[config.mk]
export PLATFORM = sky130hd
export DESIGN_NAME = ahb_slave_mux_flat
export DESIGN_NICKNAME = d
export VERILOG_FILES = /design/src/rtl/ahb_slave_mux_if.sv /design/src/rtl/ahb_slave_mux.sv /design/src/flat_wrapper.sv
export SDC_FILE = /design/constraint.sdc
export NUM_CORES = 1
export LEC_CHECK = 0
export CORE_ASPECT_RATIO = 0.6
export CORE_MARGIN = 5
export CORE_UTILIZATION = 21
export CTS_CLUSTER_DIAMETER = 100
export DETAILED_ROUTE_END_ITERATION = 10
export PLACE_DENSITY = 0.88
export SLEW_MARGIN = 20
export SYNTH_ARGS = -nofsm -noshare
export SYNTH_HDL_FRONTEND = slang
export SYNTH_SLANG_ARGS = --single-unit
[constraint.sdc]
create_clock -name HCLK -period 1.5 [get_ports HCLK]
set_input_delay 0.3 -clock HCLK [delete_from_list [all_inputs] [get_ports HCLK]]
set_output_delay 0.3 -clock HCLK [all_outputs]
set_load 0.05 [all_outputs]
[src/rtl/ahb_slave_mux_if.sv]
// AHB slave-side bus bundle between the address decoder, the slaves and the read-data mux.
interface ahb_slave_mux_if #(
    parameter int unsigned DATA_WIDTH   = 32,
    parameter int unsigned NO_OF_SLAVES = 2
);
    logic [NO_OF_SLAVES-1:0]            HSEL;
    logic [1:0]                         HTRANS;
    logic [NO_OF_SLAVES*DATA_WIDTH-1:0] HRDATA_S;
    logic [NO_OF_SLAVES-1:0]            HREADYOUT_S;
    logic [NO_OF_SLAVES-1:0]            HRESP_S;
    logic [DATA_WIDTH-1:0]              HRDATA;
    logic                               HREADY;
    logic                               HRESP;

    // Decoder/slave side: drives selects and slave responses, sees the muxed result.
    modport master (
        output HSEL, HTRANS, HRDATA_S, HREADYOUT_S, HRESP_S,
        input  HRDATA, HREADY, HRESP
    );

    // Mux side.
    modport slave (
        input  HSEL, HTRANS, HRDATA_S, HREADYOUT_S, HRESP_S,
        output HRDATA, HREADY, HRESP
    );
endinterface

[src/rtl/ahb_slave_mux.sv]
// AHB slave-to-master response mux with a built-in default slave for unmapped addresses.
module ahb_slave_mux #(
    parameter int unsigned DATA_WIDTH   = 32,
    parameter int unsigned NO_OF_SLAVES = 2
) (
    input  logic            HCLK,
    input  logic            HRESET,
    ahb_slave_mux_if.slave  bus
);
    localparam int unsigned DW = DATA_WIDTH;
    localparam int unsigned NS = NO_OF_SLAVES;

    localparam logic [1:0] TRANS_NONSEQ = 2'b10;
    localparam logic [1:0] TRANS_SEQ    = 2'b11;

    typedef enum logic [1:0] {
        D_IDLE = 2'b00,
        D_ERR1 = 2'b01,
        D_ERR2 = 2'b10
    } dflt_state_e;

    dflt_state_e   state_q, state_d;
    logic [NS-1:0] dp_sel_q, dp_sel_d;
    logic [NS-1:0] hsel_low;
    logic          unmapped_xfer;

    logic [DW-1:0] hrdata_c;
    logic          hready_c;
    logic          hresp_c;

    // Isolate the lowest set select bit so a multi-hot decode still picks one slave.
    assign hsel_low = bus.HSEL & (~bus.HSEL + NS'(1));

    // An active transfer accepted with no slave selected goes to the default slave.
    assign unmapped_xfer = hready_c && (bus.HSEL == '0) &&
                           ((bus.HTRANS == TRANS_NONSEQ) || (bus.HTRANS == TRANS_SEQ));

    // Data-phase select advances only when the current data phase completes.
    assign dp_sel_d = hready_c ? hsel_low : dp_sel_q;

    // Data-phase select and default-slave state registers.
    always_ff @(posedge HCLK or posedge HRESET) begin
        if (HRESET) begin
            dp_sel_q <= '0;
            state_q  <= D_IDLE;
        end else begin
            dp_sel_q <= dp_sel_d;
            state_q  <= state_d;
        end
    end

    // Default-slave two-cycle ERROR sequence.
    always_comb begin
        state_d = state_q;
        unique case (state_q)
            D_IDLE:  if (unmapped_xfer) state_d = D_ERR1;
            D_ERR1:  state_d = D_ERR2;
            D_ERR2:  state_d = unmapped_xfer ? D_ERR1 : D_IDLE;
            default: state_d = D_IDLE;
        endcase
    end

    // Response mux; only the selected slave's lane is ever read so unselected X cannot leak.
    always_comb begin
        hrdata_c = '0;
        hready_c = 1'b1;
        hresp_c  = 1'b0;
        if (state_q == D_ERR1) begin
            hready_c = 1'b0;
            hresp_c  = 1'b1;
        end else if (state_q == D_ERR2) begin
            hready_c = 1'b1;
            hresp_c  = 1'b1;
        end else begin
            for (int i = 0; i < int'(NS); i++) begin
                if (dp_sel_q[i]) begin
                    hrdata_c = bus.HRDATA_S[i*int'(DW) +: DW];
                    hready_c = bus.HREADYOUT_S[i];
                    hresp_c  = bus.HRESP_S[i];
                end
            end
        end
    end

    assign bus.HRDATA = hrdata_c;
    assign bus.HREADY = hready_c;
    assign bus.HRESP  = hresp_c;

endmodule

[src/flat_wrapper.sv]
// flat-port wrapper written by rule: the top's interface ports become plain ports
module ahb_slave_mux_flat 
#(
    parameter int unsigned DATA_WIDTH   = 32,
    parameter int unsigned NO_OF_SLAVES = 2
)
  (HCLK, HRESET, bus_HSEL, bus_HTRANS, bus_HRDATA_S, bus_HREADYOUT_S, bus_HRESP_S, bus_HRDATA, bus_HREADY, bus_HRESP);
  ahb_slave_mux_if #(.DATA_WIDTH(DATA_WIDTH), .NO_OF_SLAVES(NO_OF_SLAVES)) bus_i ();
  input  logic HCLK;
  input  logic HRESET;
  input wire logic [$bits(bus_i.HSEL)-1:0] bus_HSEL;
  input wire logic [$bits(bus_i.HTRANS)-1:0] bus_HTRANS;
  input wire logic [$bits(bus_i.HRDATA_S)-1:0] bus_HRDATA_S;
  input wire logic [$bits(bus_i.HREADYOUT_S)-1:0] bus_HREADYOUT_S;
  input wire logic [$bits(bus_i.HRESP_S)-1:0] bus_HRESP_S;
  output wire logic [$bits(bus_i.HRDATA)-1:0] bus_HRDATA;
  output wire logic [$bits(bus_i.HREADY)-1:0] bus_HREADY;
  output wire logic [$bits(bus_i.HRESP)-1:0] bus_HRESP;
  assign bus_i.HSEL = bus_HSEL;
  assign bus_i.HTRANS = bus_HTRANS;
  assign bus_i.HRDATA_S = bus_HRDATA_S;
  assign bus_i.HREADYOUT_S = bus_HREADYOUT_S;
  assign bus_i.HRESP_S = bus_HRESP_S;
  assign bus_HRDATA = bus_i.HRDATA;
  assign bus_HREADY = bus_i.HREADY;
  assign bus_HRESP = bus_i.HRESP;
  ahb_slave_mux #(.DATA_WIDTH(DATA_WIDTH), .NO_OF_SLAVES(NO_OF_SLAVES)) u_core (.HCLK(HCLK), .HRESET(HRESET), .bus(bus_i));
endmodule
==> flow_summary.yaml, run 1 <==
sta:
  relSlewSlack_pct: 77.0
  fin_crit_sh_pct: 122
  rsz0062_at_grt: "yes"
  fmax_mhz: 546
  finalHoldViolCount: 0
  setup_viol: 35
  final.min_clock_period_ps: 1830
  worst_pin_slew_ps: 344
  skew_ps: 2.18
  drv_slew: 0
  worst_slack_ps: -330
setup_path:
  r2r_start: "u_core.dp_sel_q[1]$_DFFE_PP0P_"
  critPathArrivalTime_ps: 1530
  r2r_cells: 5
  worstSetupStartpointType: "flop"
  crit_end: "bus_HRESP"
  crit_type: "flop to output pin"
  r2r_end: "u_core.dp_sel_q[0]$_DFFE_PP0P_"
  cp.required_ps: 1200
  crit_fanout: 4
  reg2reg_slack_ps: -30
  crit_path_end_kind: "output pin"
  crit_path_start: "u_core.state_q[1]$_DFFE_PP0P_"
run_status:
  violations: "setup timing"
  outcome: "finished, violations left"
routing:
  firstDrtPassIters: 4
  wirelength_mm: 5.15
  wl_met1_mm: 1.90
  vias_per_cell: 5.11
  drtAntennaViolNets: 0
  vias: 1369
  top_layer_used: "met4"
  wl_met2_mm: 2.70
  wl_met3_um: 478
  wl_per_cell_um: 19.2
  drt_iter0_markers: 60
  drc_errors: 0
cells_and_area:
  layout_common_cells: "71 x clkdlybuf4s50_1, 37 x buf_12, 31 x nor2_4"
  fin_area_um2: 2670
  fin_nets: 299
  syn_to_final_growth_pct: 269
  antennaDiodeCount: 0
  final_common_cell: "clkdlybuf4s50_1"
  num-fill-cells: 204
  layout-drive-gt1-share_pct: 46.6
  fin_util_pct: 81.3
cts:
  clockRootBuffer: "clkbuf_8"
  cts_max_level: 1
  path_clk_slew_ps: 30
  cts_buffers: 3
  cts.sinks: 4
  clk_path_buf_depth: 2
  hold_buffers: 0
  cts_tree: "done"
  worstSkewPairLatency_ps: 220
yosys:
  syn_inst: 106
  syn_nets: 180
  synth-seq-area-share_pct: 13.8
  syn_avg_cell_area_um2: 6.82
  ys_seq_elements: 4
  yosysUniqueCellTypes: 26
  yosys_warnings: 0
  syn-cell-area_um2: 723
floorplan:
  dieHeight_um: 55.5
  start_util_pct: 22.0
  rows: 16
  ios: 108
  die_area_um2: 4760
  fp.dieW_um: 85.8
  core_um2: 3280
place:
  gp_congestion: 0.793
  dpl.hpwl_mm: 3.80
  port_buffers: 106
  dpl-instance-area_um2: 2470
power_and_ir_drop:
  irDropWorstVdd_mv: 0.837
  power_density_nw_per_um2: 1200
  power.leakage_nw: 1.01
global_route:
  grt_pass1_wl_mm: 7.80
  antenna_found_initial: 0
  grt_overflow: 0
  grt_pass1_vias: 1426
  grt_use_total_pct: 20.7
  grt_max_degree: 19
min_path:
  hold_path_class: "primary input to asynchronous set/reset pin"
flow_run:
  cap_violations: 0
-- worst min-delay path by stage --
stage	start	to	slack, ps	cells after the start
floorplan	HRESET	u_core.dp_sel_q[0]$_DFFE_PP0P_	70	1
global placement	u_core.state_q[1]$_DFFE_PP0P_	u_core.state_q[1]$_DFFE_PP0P_	460	1
detailed placement	u_core.state_q[1]$_DFFE_PP0P_	u_core.state_q[1]$_DFFE_PP0P_	480	1
CTS	HRESET	u_core.dp_sel_q[0]$_DFFE_PP0P_	280	2
global route	HRESET	u_core.dp_sel_q[0]$_DFFE_PP0P_	310	2
finish	HRESET	u_core.state_q[1]$_DFFE_PP0P_	300	2
-- where the power goes --
group	switching [mW]	internal, mW
Sequential	0.0191	0.125
Clock	0.0550	0.171
Combinational	1.45	1.37
-- Yosys cell counts (all sizes together) --
master,number,area share [%]
buf,9,12
or3b,1,1.6
nand3,1,0.69
nand2,3,1.6
inv,3,1.6
a31oi,2,1.7
or2,1,0.87
a221o,1,1.4
a21oi,2,1.4
and3,1,0.87
nor2b,3,2.9
a22oi,31,32
a21boi,1,1.0
nor2,32,17
o31ai,1,1.0
nor4b,1,1.2
nand3b,1,1.0
o21ai,1,0.69
dfrtp,4,14
or2b,1,1.0
o2111a,1,1.6
a311o,1,1.4
clkbuf,4,2.1
-- per-layer routing --
| layer | vias up | track usage (%) |
|---|---|---|
| li1 | 629 | - |
| met3 | 12 | 5.50 |
| met1 | 651 | 23.5 |
| met4 | 0 | 4.29 |
| met2 | 77 | 38.7 |
| met5 | - | 0 |
-- state kept, by name, summed over array words and instances, names as in the netlist --
signal and cells:
u_core.dp_sel_q 2, u_core.state_q 2
-- timing repair --
action,in CTS,in global routing
resized for setup,10,7
endpoints found under the setup margin,36,37
buffers inserted,7,1
gates cloned,1,0
pin swaps,7,2
-- logic make-up (layout without fill, tap and decap cells) --
family                 after synthesis  in the layout  share of synthesized area (%)
AND/OR/NAND/NOR                     45             45                           28.4
AO/OA/AOI/OAI                       41             41                           42.4
buffers and inverters               16            133                           15.4
flip-flops                           4              4                           13.8
-- through the flow --
step	hold WS (ps)	instances	power (mW)	setup WS [ps]	setup TNS (ps)
floorplan	66.1	106	1.60	-210	-6490
global placement	461	257	2.79	-419	-5850
detailed placement	480	257	2.84	-431	-6340
CTS	276	268	3.17	-329	-9720
global route	308	268	3.31	-389	-11960
finish	298	268	3.19	-330	-9830
-- cell type report --
type                       instances  area [um2]  share of cell area, %
clock buffer                       3        41.3                   1.55
inverter                           3        11.3                  0.422
multi-input combinational         86         828                   31.0
sequential                         4         101                   3.80
tap                               45        56.3                   2.11
timing repair buffer             127        1630                   61.1
-- critical path, cell delays in order, from the launching register on --
cell     delay (ps)
dfrtp_1         380
nor2b_4         130
or2_4           300
a221o_2         340
buf_12          150
No activity file was read; power rests on OpenSTA's default activity.
==> run 2, diff against run 1 <==
--- a/config.mk
+++ b/config.mk
@@ -5,11 +5,11 @@
 export SDC_FILE = /design/constraint.sdc
 export NUM_CORES = 1
 export LEC_CHECK = 0
-export CORE_ASPECT_RATIO = 0.6
 export CORE_MARGIN = 5
 export CORE_UTILIZATION = 21
 export CTS_CLUSTER_DIAMETER = 100
 export DETAILED_ROUTE_END_ITERATION = 10
+export GPL_ROUTABILITY_DRIVEN = 0
 export PLACE_DENSITY = 0.88
 export SLEW_MARGIN = 20
 export SYNTH_ARGS = -nofsm -noshare
==> run 2 against run 1 <==
  * Utilization shrank 2.9 points
  * Routed wire length decreased by 3.2%
  * Critical endpoint unchanged
  * The flow still finishes with violations (setup timing)
  * Final area decreased by 2.0%
  * Worst hold slack worse by 52 ps
  * Sequential share of layout area up 0.076 points
  * Maximum frequency down 1.0%
==> flow_summary.yaml, run 2 (same netlist as run 1, synthesis figures left out) <==
sta:
  relSlewSlack_pct: 78.4
  drv_slew: 0
  final.min_clock_period_ps: 1850
  finalHoldViolCount: 0
  rsz0062_at_grt: "yes"
  fmax_mhz: 541
  skew_ps: 6.86
  worst_slack_ps: -349
  setup_viol: 35
  worst_pin_slew_ps: 325
  fin_crit_sh_pct: 123
cells_and_area:
  reg_top3: "u_core.dp_sel_q x2, u_core.state_q x2"
  syn_to_final_growth_pct: 262
  antennaDiodeCount: 0
  final_common_cell: "clkdlybuf4s50_1"
  fin_nets: 299
  layout-drive-gt1-share_pct: 47.5
  fin_util_pct: 78.4
  layout_common_cells: "71 x clkdlybuf4s50_1, 34 x buf_12, 31 x nor2_4"
  final_cells: 269
setup_path:
  path_cells: "nor2b_4 -> or2_4 -> a221o_2 -> buf_12"
  reg2reg_slack_ps: -40
  r2r_end: "u_core.dp_sel_q[0]$_DFFE_PP0P_"
  crit_path_start: "u_core.state_q[1]$_DFFE_PP0P_"
  crit_end: "bus_HRESP"
  crit_path_end_kind: "output pin"
  crit_fanout: 6
  r2r_start: "u_core.state_q[0]$_DFFE_PP0P_"
  crit_type: "flop to output pin"
  cp.depth: 4
  crit_family: "simple AND/OR/NAND/NOR gates"
  worstSetupStartpointType: "flop"
  max_stage_delay_ps: 390
  critPathArrivalTime_ps: 1550
  critical_path_buf_inv_count: 1
  cpMaxStageDelayCell: "dfrtp_1"
  cp.required_ps: 1200
  r2r_cells: 8
cts:
  cts_buffers: 3
  cts_tree: "done"
  worstSkewPairLatency_ps: 250
  cts_max_level: 1
  hold_buffers: 0
  cts.sinks: 4
  clockRootBuffer: "clkbuf_4"
  path_clk_slew_ps: 40
  clk_path_buf_depth: 2
place:
  place_inst: 264
  port_buffers: 106
  dpl.hpwl_mm: 4.02
floorplan:
  core_um2: 3340
  die_area_um2: 4720
  fp.dieW_um: 68.7
  ios: 108
  rows: 21
  start_util_pct: 21.7
  dieHeight_um: 68.7
power_and_ir_drop:
  power.leakage_nw: 0.997
  power_density_nw_per_um2: 1160
  total_power_mw: 3.04
  irDropWorstVdd_mv: 0.727
routing:
  vias: 1350
  firstDrtPassIters: 4
  wirelength_mm: 4.99
  drc_errors: 0
  vias_per_cell: 5.02
  drt_iter0_markers: 47
  drtAntennaViolNets: 0
  wl_per_cell_um: 18.5
global_route:
  grt_pass1_vias: 1331
  grt_max_degree: 25
  antenna_found_initial: 0
  grt_pass1_wl_mm: 6.61
  grt_use_total_pct: 19.1
  grt_overflow: 0
run_status:
  violations: "setup timing"
  outcome: "finished, violations left"
flow_run:
  cap_violations: 0
min_path:
  hold_path_class: "primary input to asynchronous set/reset pin"
==> run 2: changes by cell type in the layout (fill, tap and decap cells not counted), sizes merged <==
| cell | previous run | this run |
|---|---|---|
| dlygate4sd2 | 1 | 0 |
| dlymetal6s2s | 0 | 1 |
==> run 2: where the power goes <==
| group | internal (mW) | switching, mW | total (mW) |
|---|---|---|---|
| combinational | 1.33 | 1.43 | 2.75 |
| clock | 0.0901 | 0.0537 | 0.144 |
| sequential | 0.124 | 0.0207 | 0.145 |
| total | 1.54 | 1.50 | 3.04 |
==> run 2: layer usage <==
layer	track usage (%)	vias to the layer above	part of all wire [%]
li1	-	628	-
met1	16.5	635	30
met2	39.6	78	55
met3	6.32	9	13
met4	6.45	0	2.0
met5	0	-	0
==> run 2: worst min-delay path by stage <==
stage	start	endpoint	slack, ps	depth (start not counted)
2_1_floorplan	HRESET	u_core.dp_sel_q[0]$_DFFE_PP0P_	70	1
3_3_place_gp	u_core.state_q[1]$_DFFE_PP0P_	u_core.state_q[1]$_DFFE_PP0P_	470	1
3_5_place_dp	u_core.state_q[1]$_DFFE_PP0P_	u_core.state_q[1]$_DFFE_PP0P_	490	1
4_1_cts	HRESET	u_core.state_q[0]$_DFFE_PP0P_	230	2
5_1_grt	HRESET	u_core.state_q[0]$_DFFE_PP0P_	270	2
6_report	HRESET	u_core.state_q[0]$_DFFE_PP0P_	250	2
==> run 2: what timing repair did <==
item / 4_1_cts / 5_1_grt
resized for setup: 14 / 7
pin swaps: 0 / 7
endpoints found under the hold margin: 0 / 0
buffers inserted: 0 / 2
endpoints found under the setup margin: 35 / 37
==> run 2: per-stage QoR <==
stage               TNS (ps)  hold slack (ps)  setup WS (ps)  instance area (um2)
floorplan              -6490             66.1           -210                 1020
global placement       -2480              467           -361                 2480
detailed placement     -3360              487           -405                 2480
CTS                   -10330              235           -351                 2570
global route          -11820              274           -384                 2620
finish                -10320              246           -349                 2620
==> run 2: final cells by class <==
type / count / area (um2)
sequential: 4 / 101
inverter: 3 / 11.3
multi-input combinational: 86 / 836
tap: 46 / 57.6
clock buffer: 3 / 22.5
fill: 209 / 721
timing repair buffer: 127 / 1590
==> run 3, diff against run 2 <==
==> constraint.sdc (replaced) <==
create_clock -name HCLK -period 1.5 [get_ports HCLK]
set_input_delay 0.3 -clock HCLK [delete_from_list [all_inputs] [get_ports HCLK]]
set_output_delay 0.3 -clock HCLK [all_outputs]
set_load 0.1 [all_outputs]
==> run 3 against run 2 <==
  * The run still ends with setup timing left
  * Sequential share of layout area fell by 0.45 points
  * Total power increased by 38%
  * Non-clock buffer count grew 8
  * Largest power group unchanged
  * Critical path type unchanged
  * Combinational power up 43%
  * Worst hold slack got worse by 19 ps
  * Highest routed layer unchanged
  * Worst setup slack got worse by 140 ps
  * First-iteration DRC count grew 19%
  * Via count grew 7.6%
  * Utilization grew 9.3 points
==> flow_summary.yaml, run 3 (same netlist as run 1, synthesis figures left out) <==
floorplan:
  ios: 108
  rows: 21
  start_util_pct: 21.7
  fp.dieW_um: 68.7
  core_um2: 3340
  die_area_um2: 4720
  dieHeight_um: 68.7
sta:
  fin_tns_setup_ps: -15190
  fmax_mhz: 503
  fin_crit_sh_pct: 132
  skew_ps: 15.5
  setup_viol: 35
  rsz0062_at_grt: "yes"
  finalHoldViolCount: 0
  worst_pin_slew_ps: 349
  whs_ps: 227
  worst_slack_ps: -487
  drv_slew: 0
  final.min_clock_period_ps: 1990
  relSlewSlack_pct: 76.8
cts:
  clockRootBuffer: "clkbuf_4"
  hold_buffers: 0
  cts_max_level: 1
  cts_buffers: 3
  path_clk_slew_ps: 50
  worstSkewPairLatency_ps: 260
  clk_path_buf_depth: 2
  cts.sinks: 4
  cts_tree: "done"
setup_path:
  crit_fanout: 7
  crit_path_end_kind: "output pin"
  cp.required_ps: 1200
  crit_type: "flop to output pin"
  crit_family: "buffers and inverters"
  critical_path_buf_inv_count: 4
  cpMaxStageDelayCell: "dfrtp_1"
  critPathArrivalTime_ps: 1690
  cpMostUsedCell: "buf_6"
  path_cells: "buf_6 -> nor2b_4 -> buf_6 -> buf_16 -> a22oi_2 -> nor2_4 -> buf_12"
  max_stage_delay_ps: 390
  worstSetupStartpointType: "flop"
run_status:
  violations: "setup timing"
  outcome: "finished, violations left"
cells_and_area:
  final_cells: 277
  final_common_cell: "clkdlybuf4s50_1"
  antennaDiodeCount: 0
  fin_nets: 307
  layout_common_cells: "71 x clkdlybuf4s50_1, 37 x buf_12, 31 x nor2_4"
  syn_to_final_growth_pct: 305
  fin_util_pct: 87.7
  layout-drive-gt1-share_pct: 57.1
  fin_area_um2: 2930
  reg_top3: "u_core.dp_sel_q x2, u_core.state_q x2"
global_route:
  grt_max_degree: 32
  grt_overflow: 0
  grt_pass1_vias: 1546
  grt_pass1_wl_mm: 8.13
  antenna_found_initial: 0
  grt_use_total_pct: 24.0
routing:
  drt_iter0_markers: 56
  wl_per_cell_um: 24.1
  firstDrtPassIters: 6
  drc_errors: 0
  vias_per_cell: 5.24
  wirelength_mm: 6.66
  vias: 1452
  drtAntennaViolNets: 0
place:
  pre_cts_slack_ps: -432
  place_inst: 263
  dpl.hpwl_mm: 4.10
  dpl-instance-area_um2: 2520
  port_buffers: 106
power_and_ir_drop:
  irDropWorstVdd_mv: 1.06
  total_power_mw: 4.21
  power.leakage_nw: 1.10
  power_density_nw_per_um2: 1440
flow_run:
  cap_violations: 0
min_path:
  hold_path_class: "primary input to asynchronous set/reset pin"
run 3: per-layer routing:
| metal | global-route usage [%] | share of wire [%] | vias up |
|---|---|---|---|
| li1 | - | - | 646 |
| met1 | 21.8 | 35 | 698 |
| met2 | 46.6 | 51 | 85 |
| met3 | 9.24 | 11 | 23 |
| met4 | 10.4 | 3.1 | 0 |
| met5 | 0 | 0 | - |
run 3: cell type report:
| type | instances | area (um2) |
|---|---|---|
| well taps | 46 | 57.6 |
| fillers | 147 | 409 |
| clock buffers | 3 | 22.5 |
| flip-flops and latches | 4 | 100 |
| repair buffers | 135 | 1800 |
| multi-input cells | 86 | 938 |
| inverters | 3 | 11.3 |
run 3: final timing paths:
kind	from	to	slack (ps)	cells past startpoint
max	u_core.dp_sel_q[1]$_DFFE_PP0P_	bus_HRDATA[0]	-490	7
min	HRESET	u_core.state_q[1]$_DFFE_PP0P_	230	2
max reg2reg	u_core.dp_sel_q[1]$_DFFE_PP0P_	u_core.dp_sel_q[0]$_DFFE_PP0P_	-160	5
min reg2reg	u_core.state_q[1]$_DFFE_PP0P_	u_core.state_q[1]$_DFFE_PP0P_	480	1
max in group asynchronous	HRESET	u_core.state_q[0]$_DFFE_PP0P_	1090	2
min in group HCLK	u_core.state_q[1]$_DFFE_PP0P_	u_core.state_q[1]$_DFFE_PP0P_	480	1
run 3: worst reg2reg max path, delay by kind of cell (launching register included):
family / cells / cell delay [ps]
buffers and inverters: 2 / 300
flip-flops: 1 / 390
AND/OR/NAND/NOR: 1 / 400
AO/OA/AOI/OAI: 2 / 440
run 3: repair_timing:
item / in CTS / in global routing
setup buffers: 3 / 3
endpoints found under the setup margin: 36 / 36
resized for setup: 25 / 19
pin swaps: 33 / 20
gates cloned: 4 / 3
run 3: power breakdown:
group	switching [mW]	total, mW	internal, mW
Combinational	2.37	3.92	1.55
Clock	0.0609	0.151	0.0906
Sequential	0.0143	0.138	0.123
